### src/rtl/uparc_radix_idiv.sv
// Iterative restoring integer divider (signed/unsigned, truncating toward zero)
// retiring BPC quotient bits per cycle, with valid/ready handshakes and flush abort.
module uparc_radix_idiv #(
    parameter int WIDTH = 32,
    parameter int BPC   = 1
) (
    input  logic             clk,
    input  logic             rst,
    input  logic             in_valid,
    output logic             in_ready,
    input  logic [WIDTH-1:0] dividend,
    input  logic [WIDTH-1:0] divisor,
    input  logic             signd,
    input  logic             abort,
    output logic             out_valid,
    input  logic             out_ready,
    output logic [WIDTH-1:0] quotient,
    output logic [WIDTH-1:0] remainder,
    output logic             div_zero
);

    localparam int N  = WIDTH / BPC;
    localparam int CW = $clog2(N + 1);

    localparam logic [1:0] S_IDLE = 2'd0;
    localparam logic [1:0] S_RUN  = 2'd1;
    localparam logic [1:0] S_DONE = 2'd2;

    generate
        if (!(BPC == 1 || BPC == 2 || BPC == 4) || (WIDTH % BPC) != 0 ||
            WIDTH < 4 || (WIDTH % 2) != 0) begin : g_bad_params
            $error("uparc_radix_idiv: illegal WIDTH/BPC combination");
        end
    endgenerate

    logic [1:0]       state;
    logic [CW-1:0]    cnt;
    logic [WIDTH-1:0] rem_r;
    logic [WIDTH-1:0] quo_r;
    logic [WIDTH-1:0] dvs_r;
    logic             neg_q;
    logic             neg_r;

    logic [WIDTH-1:0] dividend_abs;
    logic [WIDTH-1:0] divisor_abs;
    logic [WIDTH-1:0] rem_nx;
    logic [WIDTH-1:0] quo_nx;
    logic [WIDTH-1:0] q_fix;
    logic [WIDTH-1:0] r_fix;
    logic [WIDTH:0]   sh;
    logic [WIDTH:0]   diff;
    logic             ge;

    assign in_ready  = (state == S_IDLE);
    assign out_valid = (state == S_DONE);

    // abs(INT_MIN) wraps to 2^(WIDTH-1), which is exactly the unsigned magnitude.
    always_comb begin
        dividend_abs = (signd && dividend[WIDTH-1]) ? -dividend : dividend;
        divisor_abs  = (signd && divisor[WIDTH-1])  ? -divisor  : divisor;
    end

    // NOTE: every variable gets a default before the loop so no latch is inferred.
    always_comb begin
        rem_nx = rem_r;
        quo_nx = quo_r;
        sh     = '0;
        diff   = '0;
        ge     = 1'b0;
        for (int i = 0; i < BPC; i++) begin
            sh     = {rem_nx, quo_nx[WIDTH-1]};
            diff   = sh - {1'b0, dvs_r};
            ge     = (sh >= {1'b0, dvs_r});
            rem_nx = ge ? diff[WIDTH-1:0] : sh[WIDTH-1:0];
            quo_nx = {quo_nx[WIDTH-2:0], ge};
        end
        q_fix = neg_q ? -quo_nx : quo_nx;
        r_fix = neg_r ? -rem_nx : rem_nx;
    end

    // NOTE: sequential state uses non-blocking assignments so all registers update together.
    always_ff @(posedge clk or posedge rst) begin
        if (rst) begin
            state     <= S_IDLE;
            cnt       <= '0;
            rem_r     <= '0;
            quo_r     <= '0;
            dvs_r     <= '0;
            neg_q     <= 1'b0;
            neg_r     <= 1'b0;
            quotient  <= '0;
            remainder <= '0;
            div_zero  <= 1'b0;
        end else begin
            case (state)
                S_IDLE: begin
                    if (in_valid) begin
                        if (divisor == '0) begin
                            quotient  <= '1;
                            remainder <= dividend;
                            div_zero  <= 1'b1;
                            state     <= S_DONE;
                        end else if (dividend == '0) begin
                            quotient  <= '0;
                            remainder <= '0;
                            div_zero  <= 1'b0;
                            state     <= S_DONE;
                        end else begin
                            rem_r <= '0;
                            quo_r <= dividend_abs;
                            dvs_r <= divisor_abs;
                            neg_q <= signd && (dividend[WIDTH-1] ^ divisor[WIDTH-1]);
                            neg_r <= signd && dividend[WIDTH-1];
                            cnt   <= CW'(N);
                            state <= S_RUN;
                        end
                    end
                end
                S_RUN: begin
                    if (abort) begin
                        cnt   <= '0;
                        state <= S_IDLE;
                    end else begin
                        rem_r <= rem_nx;
                        quo_r <= quo_nx;
                        cnt   <= cnt - CW'(1);
                        if (cnt == CW'(1)) begin
                            quotient  <= q_fix;
                            remainder <= r_fix;
                            div_zero  <= 1'b0;
                            state     <= S_DONE;
                        end
                    end
                end
                S_DONE: begin
                    if (abort || out_ready) begin
                        state <= S_IDLE;
                    end
                end
                default: state <= S_IDLE;
            endcase
        end
    end

endmodule

### config.mk
export PLATFORM = sky130hd
export DESIGN_NAME = uparc_radix_idiv
export DESIGN_NICKNAME = d
export VERILOG_FILES = /design/src/rtl/uparc_radix_idiv.sv
export SDC_FILE = /design/constraint.sdc
export NUM_CORES = 1
export LEC_CHECK = 0
export CAP_MARGIN = 20
export CORE_MARGIN = 2
export CORE_UTILIZATION = 40
export DETAILED_ROUTE_END_ITERATION = 6
export PLACE_DENSITY = 0.68
export SLEW_MARGIN = 15
export SYNTH_ARGS = -nofsm -noshare
export SYNTH_HDL_FRONTEND = slang
export SYNTH_SLANG_ARGS = --single-unit
### constraint.sdc
create_clock -name clk -period 7.3 [get_ports clk]
set_input_delay 1.46 -clock clk [delete_from_list [all_inputs] [get_ports clk]]
set_output_delay 1.46 -clock clk [all_outputs]
set_load 0.1 [all_outputs]
==> flow_metrics.tcl, run 1 <==
set metrics [dict create \
    status "completed" \
    worst_r2r_path_depth 16 \
    die_y_um 181 \
    fillers 3012 \
    path_clk_slew_ps 70 \
    slew_violations 0 \
    cp_max_fo 41 \
    start_kind "flip-flop" \
    port_buffers 136 \
    cts_tree "done" \
    grt_max_degree 78 \
    netlist_instances 1584 \
    ant_nets 0 \
    timing.fmax_mhz 184 \
    grt_antenna_before_repair 0 \
    multiInputGateArea_mm2 0.00767 \
    area_delta_synth_final_pct 17.8 \
    final_common_cell "nand2_1" \
    grt_pass1_vias 10900 \
    hp-start "quotient[15]" \
    ys_seq_area_share_pct 34.0 \
    initial_utilization_pct 40.9 \
    powerDensity_mw_per_mm2 421 \
    tightest_slew_ps 1050 \
    ir_drop_mv 0.230 \
    synth_cell_types 87 \
    synth-seq-cells 171 \
    min_period_ps 5420 \
    rsz0062_at_grt "false" \
    layout-drive-gt1-share_pct 5.39 \
    drc 0 \
    drt_pass1_iterations 5 \
    clock_skew_ps 12.3 \
    root_buffer "clkbuf_16" \
    core_mm2 0.0307 \
    cts_made_buffers 17 \
    end_kind "flip-flop" \
    crit_type "reg -> reg" \
    ctsHoldBuffers 0 \
    post-route-period-util_pct 74.3 \
    die_x_um 181 \
    min_path_type "reg -> reg" \
    cts.repair.resized 0 \
    gp_congestion 0.935 \
    pin_count 137 \
    arrival_ps 5710 \
    dpl.hpwl_um 27600 \
    yosys_warnings 0 \
    post_drt_via_cell_ratio 5.64 \
    grt_util_all_layers_pct 21.8 \
    maxCapViolations 0 \
    syn_nets 1693 \
    finalSetupViolCount 0 \
    hold_slack_ps 480 \
    routed_wl_um 36100 \
    nets 1767 \
    cts_setup_buffers 0 \
    reg2reg_from "rem_r[0]" \
    vias 11700 \
    timing.setup.tns_ps 0 \
    num_rows 64 \
    min_to "quotient[15]" \
    clock-sinks 171 \
    antenna_cells 0 \
    finalHoldViolations 0 \
    synth_area_per_cell_um2 7.94 \
    dieArea_mm2 0.0329 \
    async_flop_share_pct 100 \
    grt_first_pass_wirelength_um 58100 \
    synth_edf_count 0 \
    dominantRegCellSynth "dfrtp_1" \
    wl_per_cell_um 17.5 \
    synth_area_mm2 0.0126 \
    clkLatencyLatePin_ps 430 \
    slew_headroom_pct 29.8 \
    cts.path.max_buffers 2 \
    htree_levels 4 \
    r2r_slack_ps 1880 \
    r2r_end "remainder[30]" \
    holdPathStages 2 \
    final_cell_mix "212 x nand2_1, 172 x a21oi_1, 171 x dfrtp_1" \
    pre_cts_slack_ps 1540 \
    leakage_nw 6.19 \
    regArea_mm2 0.00428 \
    layout_setup_ws_ps 1880 \
    cp.required_ps 7590 \
    drtIter0Drc 872 \
    gr-total-overflow 0 \
]
## flip-flops by register name, summed over array words and instances (netlist names)
signal and count:
rem_r 32, state 2, quotient 32, dvs_r 32, remainder 32, neg_q 1, neg_r 1, cnt 6
div_zero 1, quo_r 32
## kinds of logic (layout without fill, tap and decap cells)
group	Yosys count	after routing	share of synthesized area, %
and+or+nand+nor	553	553	21.0
adders and majority gates	39	39	3.94
DFF	171	171	34.0
buffers and inverters	156	242	5.28
xor gates and xnor gates	134	134	9.33
muxes	23	23	1.86
AOI/OAI and AO/OA	508	508	24.6
## cells in the mapped netlist, drive strengths merged (3+ instances only)
master	n	area [um2]
nand2	213	802
o21ai	181	910
a21oi	176	903
dfrtp	171	4280
nor2	132	500
xnor2	83	727
inv	59	221
buf	52	268
xor2	51	447
clkbuf	44	166
ha	38	475
nand3	37	198
nor3	30	150
or3	26	163
and3	22	138
o211ai	21	163
mux2i	20	200
o31ai	19	148
o41ai	18	184
nor4	14	136
or4	13	105
and2	12	76.3
nand4	12	75.1
a22o	11	96.3
nand2b	10	62.6
o22ai	10	62.6
a21o	9	67.6
or2	9	56.3
a211oi	8	75.1
a31oi	7	50.1
nor2b	7	43.8
o21a	6	45.0
a22oi	5	37.5
nand3b	5	37.5
o2111ai	5	50.0
o31a	4	35.0
mux2	3	33.8
nand4b	3	26.3
o32a	3	30.0
## worst max path at each step
stage	start	endpoint	slack (ps)
2_1_floorplan	rst	cnt[0]	1210
3_3_place_gp	dividend[4]	quotient[1]	1660
3_5_place_dp	dividend[4]	quotient[1]	1540
4_1_cts	rem_r[0]	remainder[30]	1850
5_1_grt	rem_r[20]	remainder[26]	1580
6_report	rem_r[0]	remainder[30]	1880
## stage by stage
stage                     instance area, um2  instances  util [%]  total power, W
after detailed placement               14100       2033      46.0         0.00523
after global placement                 14100       2033      46.0         0.00518
after CTS                              14800       2064      48.1         0.00623
after floorplan                        12600       1584         -         0.00434
final                                  14800       2066      48.2         0.00624
after global routing                   14800       2066      48.2         0.00666
## final cells by class
class	instances	area share, %
repair buffers	151	10.2
clock inverters	14	1.40
multi-input cells	1257	51.8
well taps	396	3.34
inverters	60	1.59
flip-flops and latches	171	28.9
clock buffers	17	2.87
## report_power, final
group	internal [W]	switching (W)	leakage (nW)	total (W)
Combinational	0.00109	0.00255	3.66	0.00364
Sequential	0.00129	0.000319	2.22	0.00161
Clock	0.000581	0.000412	0.308	0.000993
Total	0.00296	0.00328	6.19	0.00624
## worst max-delay path, stage by stage (launching register included)
cell,delay [ps]
dfrtp_1,470
ha_1,430
nor2b_1,240
o2111ai_2,190
a211oi_2,370
o2111ai_1,240
o211ai_4,200
clkinv_4,330
mux2i_1,360
ha_1,240
nand2_1,90
or3_1,370
o41ai_1,650
nand4_1,400
o41ai_2,440
xor2_1,170
o21ai_1,70
## metal layers
metal  GRT usage [%]  vias up  part of all wire, %
met5               0        -                    0
met4            6.37        0                  2.1
met3            2.36       38                  5.3
met2            35.7      366                   45
met1            30.5     5473                   47
li1                -     5777                    -
Note: power is estimated with default switching activity, not from simulation.
==> inputs of run 2 (changes only) <==
Clock period 7.3 ns to 5.5 ns, I/O delays scaled along.
==> run 2 against run 1 <==
Compared with the run above:
- register-to-register slack worse by 1300 ps
- worst hold slack improved by 0.98 ps
- non-clock buffer count is 12 higher
- setup slack got worse by 1300 ps
- sequential power grew 32%
- clock power grew 21%
- sequential share of layout area is 0.078 points lower
- final area increased by 0.27%
- critical path depth grew 2
- total power up 32%
- combinational power increased by 34%
- fmax rose by 10%
==> flow_metrics.tcl, run 2 (synthesis results as in run 1) <==
set metrics [dict create \
    hold_slack_ps 481 \
    cp_top_family "simple AND/OR/NAND/NOR gates" \
    cts.repair.resized 0 \
    htree_levels 4 \
    layout-drive-gt1-share_pct 6.06 \
    initial_utilization_pct 40.9 \
    cpPeakStageDelay_ps 490 \
    min_period_ps 4930 \
    dp.cells 2046 \
    gr-total-overflow 0 \
    worstPathCellList "ha_1 > nand2_1 > nor3_1 > nand4_1 > a32o_2 > o211ai_4 > clkinv_4 > mux2i_1 > ha_1 > nand2_1 > or3_1 > o41ai_1 > buf_4 > nand4_1 > buf_4 > o41ai_2 > xor2_1 > o21ai_1" \
    reg2reg_from "rem_r[26]" \
    gp_congestion 0.908 \
    pin_count 137 \
    power_switching_share_pct 53.8 \
    min_path_type "reg -> reg" \
    dpl.hpwl_um 28400 \
    port_buffers 136 \
    slew_violations 0 \
    root_buffer "clkbuf_16" \
    cts_tree "done" \
    grt_util_all_layers_pct 22.1 \
    die_y_um 181 \
    drt_pass1_iterations 5 \
    antenna_cells 0 \
    fillers 3004 \
    powerDensity_mw_per_mm2 552 \
    ant_nets 0 \
    ir_drop_mv 0.287 \
    timing.setup.tns_ps 0 \
    drtIter0Drc 979 \
    start_kind "flip-flop" \
    finalHoldViolations 0 \
    crit_type "reg -> reg" \
    num_rows 64 \
    arrival_ps 5240 \
    clock_skew_ps 15.0 \
    timing.fmax_mhz 203 \
    ctsHoldBuffers 0 \
    final_common_cell "nand2_1" \
    end_kind "flip-flop" \
    fin_area_mm2 0.0149 \
    post_drt_via_cell_ratio 5.65 \
    path_clk_slew_ps 80 \
    core_mm2 0.0307 \
    p_clk_share_pct 14.6 \
    dieArea_mm2 0.0329 \
    die_x_um 181 \
    cts_made_buffers 17 \
    leakage_nw 6.22 \
    p_switching_w 0.00441 \
    slew_headroom_pct 34.1 \
    area_delta_synth_final_pct 18.1 \
    multiInputGateArea_mm2 0.00767 \
    placed_cell_area_mm2 0.0143 \
    drc 0 \
    final_cell_mix "212 x nand2_1, 172 x a21oi_1, 171 x dfrtp_1" \
    rsz0062_at_grt "false" \
    regArea_mm2 0.00428 \
    routed_wl_um 36600 \
    crit_buf_inv 3 \
    vias 11700 \
    nets 1779 \
    crit_path_start "rem_r[26]" \
    post-route-period-util_pct 89.6 \
    intPower_w 0.00380 \
    grt_first_pass_wirelength_um 58600 \
    cts_setup_buffers 0 \
    seqPwrFrac_pct 25.9 \
    finalSetupViolCount 0 \
    maxCapViolations 0 \
    grt_pass1_vias 10900 \
    wl_per_cell_um 17.6 \
    status "completed" \
    grt_antenna_before_repair 0 \
    hp-start "div_zero" \
    cp.required_ps 5820 \
    crit_slowest_cell "nor3_1" \
    power_frac_comb_pct 59.5 \
    clkLatencyLatePin_ps 440 \
    tightest_slew_ps 985 \
    clock-sinks 171 \
    cts.path.max_buffers 2 \
    fin_cells 2078 \
    final_util_pct 48.3 \
    cp_max_fo 7 \
    grt_max_degree 73 \
]
-- run 2: cell count changes in the layout (fill, tap and decap cells not counted), sizes merged --
cell,before,now
buf,15,27
bufinv,4,0
inv,64,66
clkinv,5,6
clkinvlp,1,2
-- run 2: per-stage QoR --
stage	worst slack, ps	power [W]
final	571	0.00821
after global placement	447	0.00693
after floorplan	567	0.00576
after CTS	521	0.00821
after global routing	293	0.00874
after detailed placement	366	0.00701
-- run 2: layout make-up --
class                      instances  area share (%)
tap                              396            3.33
sequential                       171            28.8
multi-input combinational       1257            51.6
timing repair buffer             163            10.8
inverter                          60            1.57
clock buffer                      17            2.86
clock inverter                    14           0.985
-- run 2: metal layers --
| layer | vias to the layer above | track usage (%) | routed length (um) |
|---|---|---|---|
| met2 | 322 | 37.5 | 17300 |
| met5 | - | 0 | 0 |
| li1 | 5795 | - | - |
| met1 | 5591 | 29.9 | 16700 |
| met3 | 38 | 2.50 | 1830 |
| met4 | 0 | 6.18 | 749 |
-- run 2: final timing paths --
path	endpoint	slack (ps)	cells past startpoint
setup / recovery	remainder[30]	570	18
hold / removal	div_zero	480	2
setup reg to reg	remainder[30]	570	18
hold reg to reg	div_zero	480	2
max in group asynchronous	quo_r[20]	3340	3
min in group asynchronous	quo_r[4]	1120	2
-- run 2: power by group through the flow --
stage	clock network [W]	registers, W	logic (W)
CTS	0.00122	0.00214	0.00486
global route	0.00127	0.00219	0.00527
finish	0.00120	0.00213	0.00488
detailed placement	0	0.00216	0.00485
global placement	0	0.00215	0.00478
floorplan	0	0.00334	0.00242
-- run 2: worst register-to-register path: stages, from the launching register on --
cell and delay [ps]:
dfrtp_1 450, ha_1 440, nand2_1 230, nor3_1 490
nand4_1 220, a32o_2 330, o211ai_4 160, clkinv_4 90
mux2i_1 270, ha_1 230, nand2_1 70, or3_1 370
o41ai_1 360, buf_4 190, nand4_1 70, buf_4 180
o41ai_2 400, xor2_1 190, o21ai_1 70
==> inputs of run 3 (changes only) <==
Settings changed: SLEW_MARGIN 15 to unset.
==> run 3 against run 2 <==
Compared with the run above:
- total power increased by 0.21%
- fmax decreased by 1.2%
- wire length increased by 0.22%
- utilization about the same
- count of clock-buffer cells in the layout unchanged
- die area unchanged
- critical path depth unchanged
- global-route usage unchanged
- sequential share of layout area about the same
- first-iteration DRC count decreased by 0.92%
- clock skew decreased by 2.9 ps
- worst hold slack about the same
- highest routed layer unchanged
==> flow_metrics.tcl, run 3 (synthesis results as in run 1) <==
set metrics [dict create \
    status "completed" \
    area_delta_synth_final_pct 18.2 \
    post_drt_via_cell_ratio 5.65 \
    dieArea_mm2 0.0329 \
    regArea_mm2 0.00428 \
    port_buffers 136 \
    cp.required_ps 5820 \
    end_kind "flip-flop" \
    root_buffer "clkbuf_16" \
    gr-total-overflow 0 \
    cp_top_family "simple AND/OR/NAND/NOR gates" \
    post-route-period-util_pct 90.7 \
    maxCapViolations 0 \
    cp_max_fo 7 \
    ant_nets 0 \
    drc 0 \
    crit_type "reg -> reg" \
    gp_congestion 0.908 \
    die_y_um 181 \
    nets 1779 \
    pin_count 137 \
    fillers 3005 \
    vias 11700 \
    path_clk_slew_ps 80 \
    htree_levels 4 \
    final_cell_mix "212 x nand2_1, 172 x a21oi_1, 171 x dfrtp_1" \
    leakage_nw 6.22 \
    routed_wl_um 36700 \
    initial_utilization_pct 40.9 \
    cpPeakStageDelay_ps 510 \
    grt_util_all_layers_pct 22.1 \
    start_kind "flip-flop" \
    final_common_cell "nand2_1" \
    grt_first_pass_wirelength_um 58600 \
    crit_buf_inv 3 \
    cts.path.max_buffers 2 \
    finalSetupViolCount 0 \
    cts_made_buffers 17 \
    finalHoldViolations 0 \
    crit_slowest_cell "nor3_1" \
    timing.fmax_mhz 201 \
    cts.repair.resized 0 \
    multiInputGateArea_mm2 0.00767 \
    grt_pass1_vias 10900 \
    arrival_ps 5300 \
    clock_skew_ps 12.1 \
    cts_tree "done" \
    drt_pass1_iterations 5 \
    ctsHoldBuffers 0 \
    clkLatencyLatePin_ps 440 \
    core_mm2 0.0307 \
    timing.setup.tns_ps 0 \
    min_path_type "reg -> reg" \
    grt_max_degree 73 \
    slew_headroom_pct 34.1 \
    grt_antenna_before_repair 0 \
    powerDensity_mw_per_mm2 553 \
    ir_drop_mv 0.287 \
    layout-drive-gt1-share_pct 6.06 \
    slew_violations 0 \
    num_rows 64 \
    drtIter0Drc 970 \
    dp.cells 2046 \
    worstPathCellList "ha_1 > nand2_1 > nor3_1 > nand4_1 > a32o_2 > o211ai_4 > clkinv_4 > mux2i_1 > ha_1 > nand2_1 > or3_1 > o41ai_1 > buf_4 > nand4_1 > buf_4 > o41ai_2 > xor2_1 > o21ai_1" \
    dpl.hpwl_um 28400 \
    wl_per_cell_um 17.7 \
    die_x_um 181 \
    fin_cells 2078 \
    clock-sinks 171 \
    rsz0062_at_grt "false" \
    tightest_slew_ps 986 \
    min_period_ps 4990 \
    antenna_cells 0 \
    cts_setup_buffers 0 \
]
-- run 3: cell count changes in the layout (fill, tap and decap cells not counted) --
cell / change
buf_8: -1
buf_16: +1
-- run 3: cell type report --
| type | instances | area share, % |
|---|---|---|
| inverter | 60 | 1.57 |
| clock inverter | 14 | 0.984 |
| clock buffer | 17 | 2.86 |
| timing repair buffer | 163 | 10.9 |
| multi-input combinational | 1257 | 51.6 |
| sequential | 171 | 28.8 |
| tap | 396 | 3.33 |
-- run 3: worst reg2reg max path, cell delays in order (launching register included) --
cell      delay, ps
dfrtp_1         450
ha_1            440
nand2_1         230
nor3_1          510
nand4_1         220
a32o_2          330
o211ai_4        170
clkinv_4         90
mux2i_1         290
ha_1            230
nand2_1          70
or3_1           370
o41ai_1         360
buf_4           190
nand4_1          70
buf_4           180
o41ai_2         400
xor2_1          190
o21ai_1          70
-- run 3: through the flow --
stage	hold slack, ps	utilization [%]	area [um2]	setup slack (ps)	total power (W)
2_1_floorplan	450	-	12600	567	0.00576
3_3_place_gp	466	46.4	14300	447	0.00693
3_5_place_dp	469	46.4	14300	366	0.00701
4_1_cts	487	48.3	14800	521	0.00821
5_1_grt	495	48.4	14900	293	0.00875
6_report	481	48.4	14900	514	0.00823
-- run 3: power breakdown --
group,total [W],leakage [nW],switching [W],internal (W)
clock network,0.00120,0.280,0.000595,0.000605
registers,0.00212,2.22,0.000415,0.00171
logic,0.00490,3.73,0.00341,0.00149
-- run 3: per-layer routing --
metal / part of all wire, % / track usage (%)
met5: 0 / 0
met4: 2.1 / 6.18
met3: 4.3 / 2.50
met2: 47 / 37.5
met1: 46 / 29.9
-- run 3: final timing paths --
| path | start | end | slack [ps] | depth (start not counted) |
|---|---|---|---|---|
| min in group asynchronous | rst | quo_r[4] | 1130 | 2 |
| worst min-delay path | div_zero | div_zero | 480 | 2 |
| max in group asynchronous | rst | quotient[20] | 3350 | 3 |
| worst max register to register | rem_r[26] | remainder[30] | 510 | 18 |
| worst max-delay path | rem_r[26] | remainder[30] | 510 | 18 |
| worst min register to register | div_zero | div_zero | 480 | 2 |
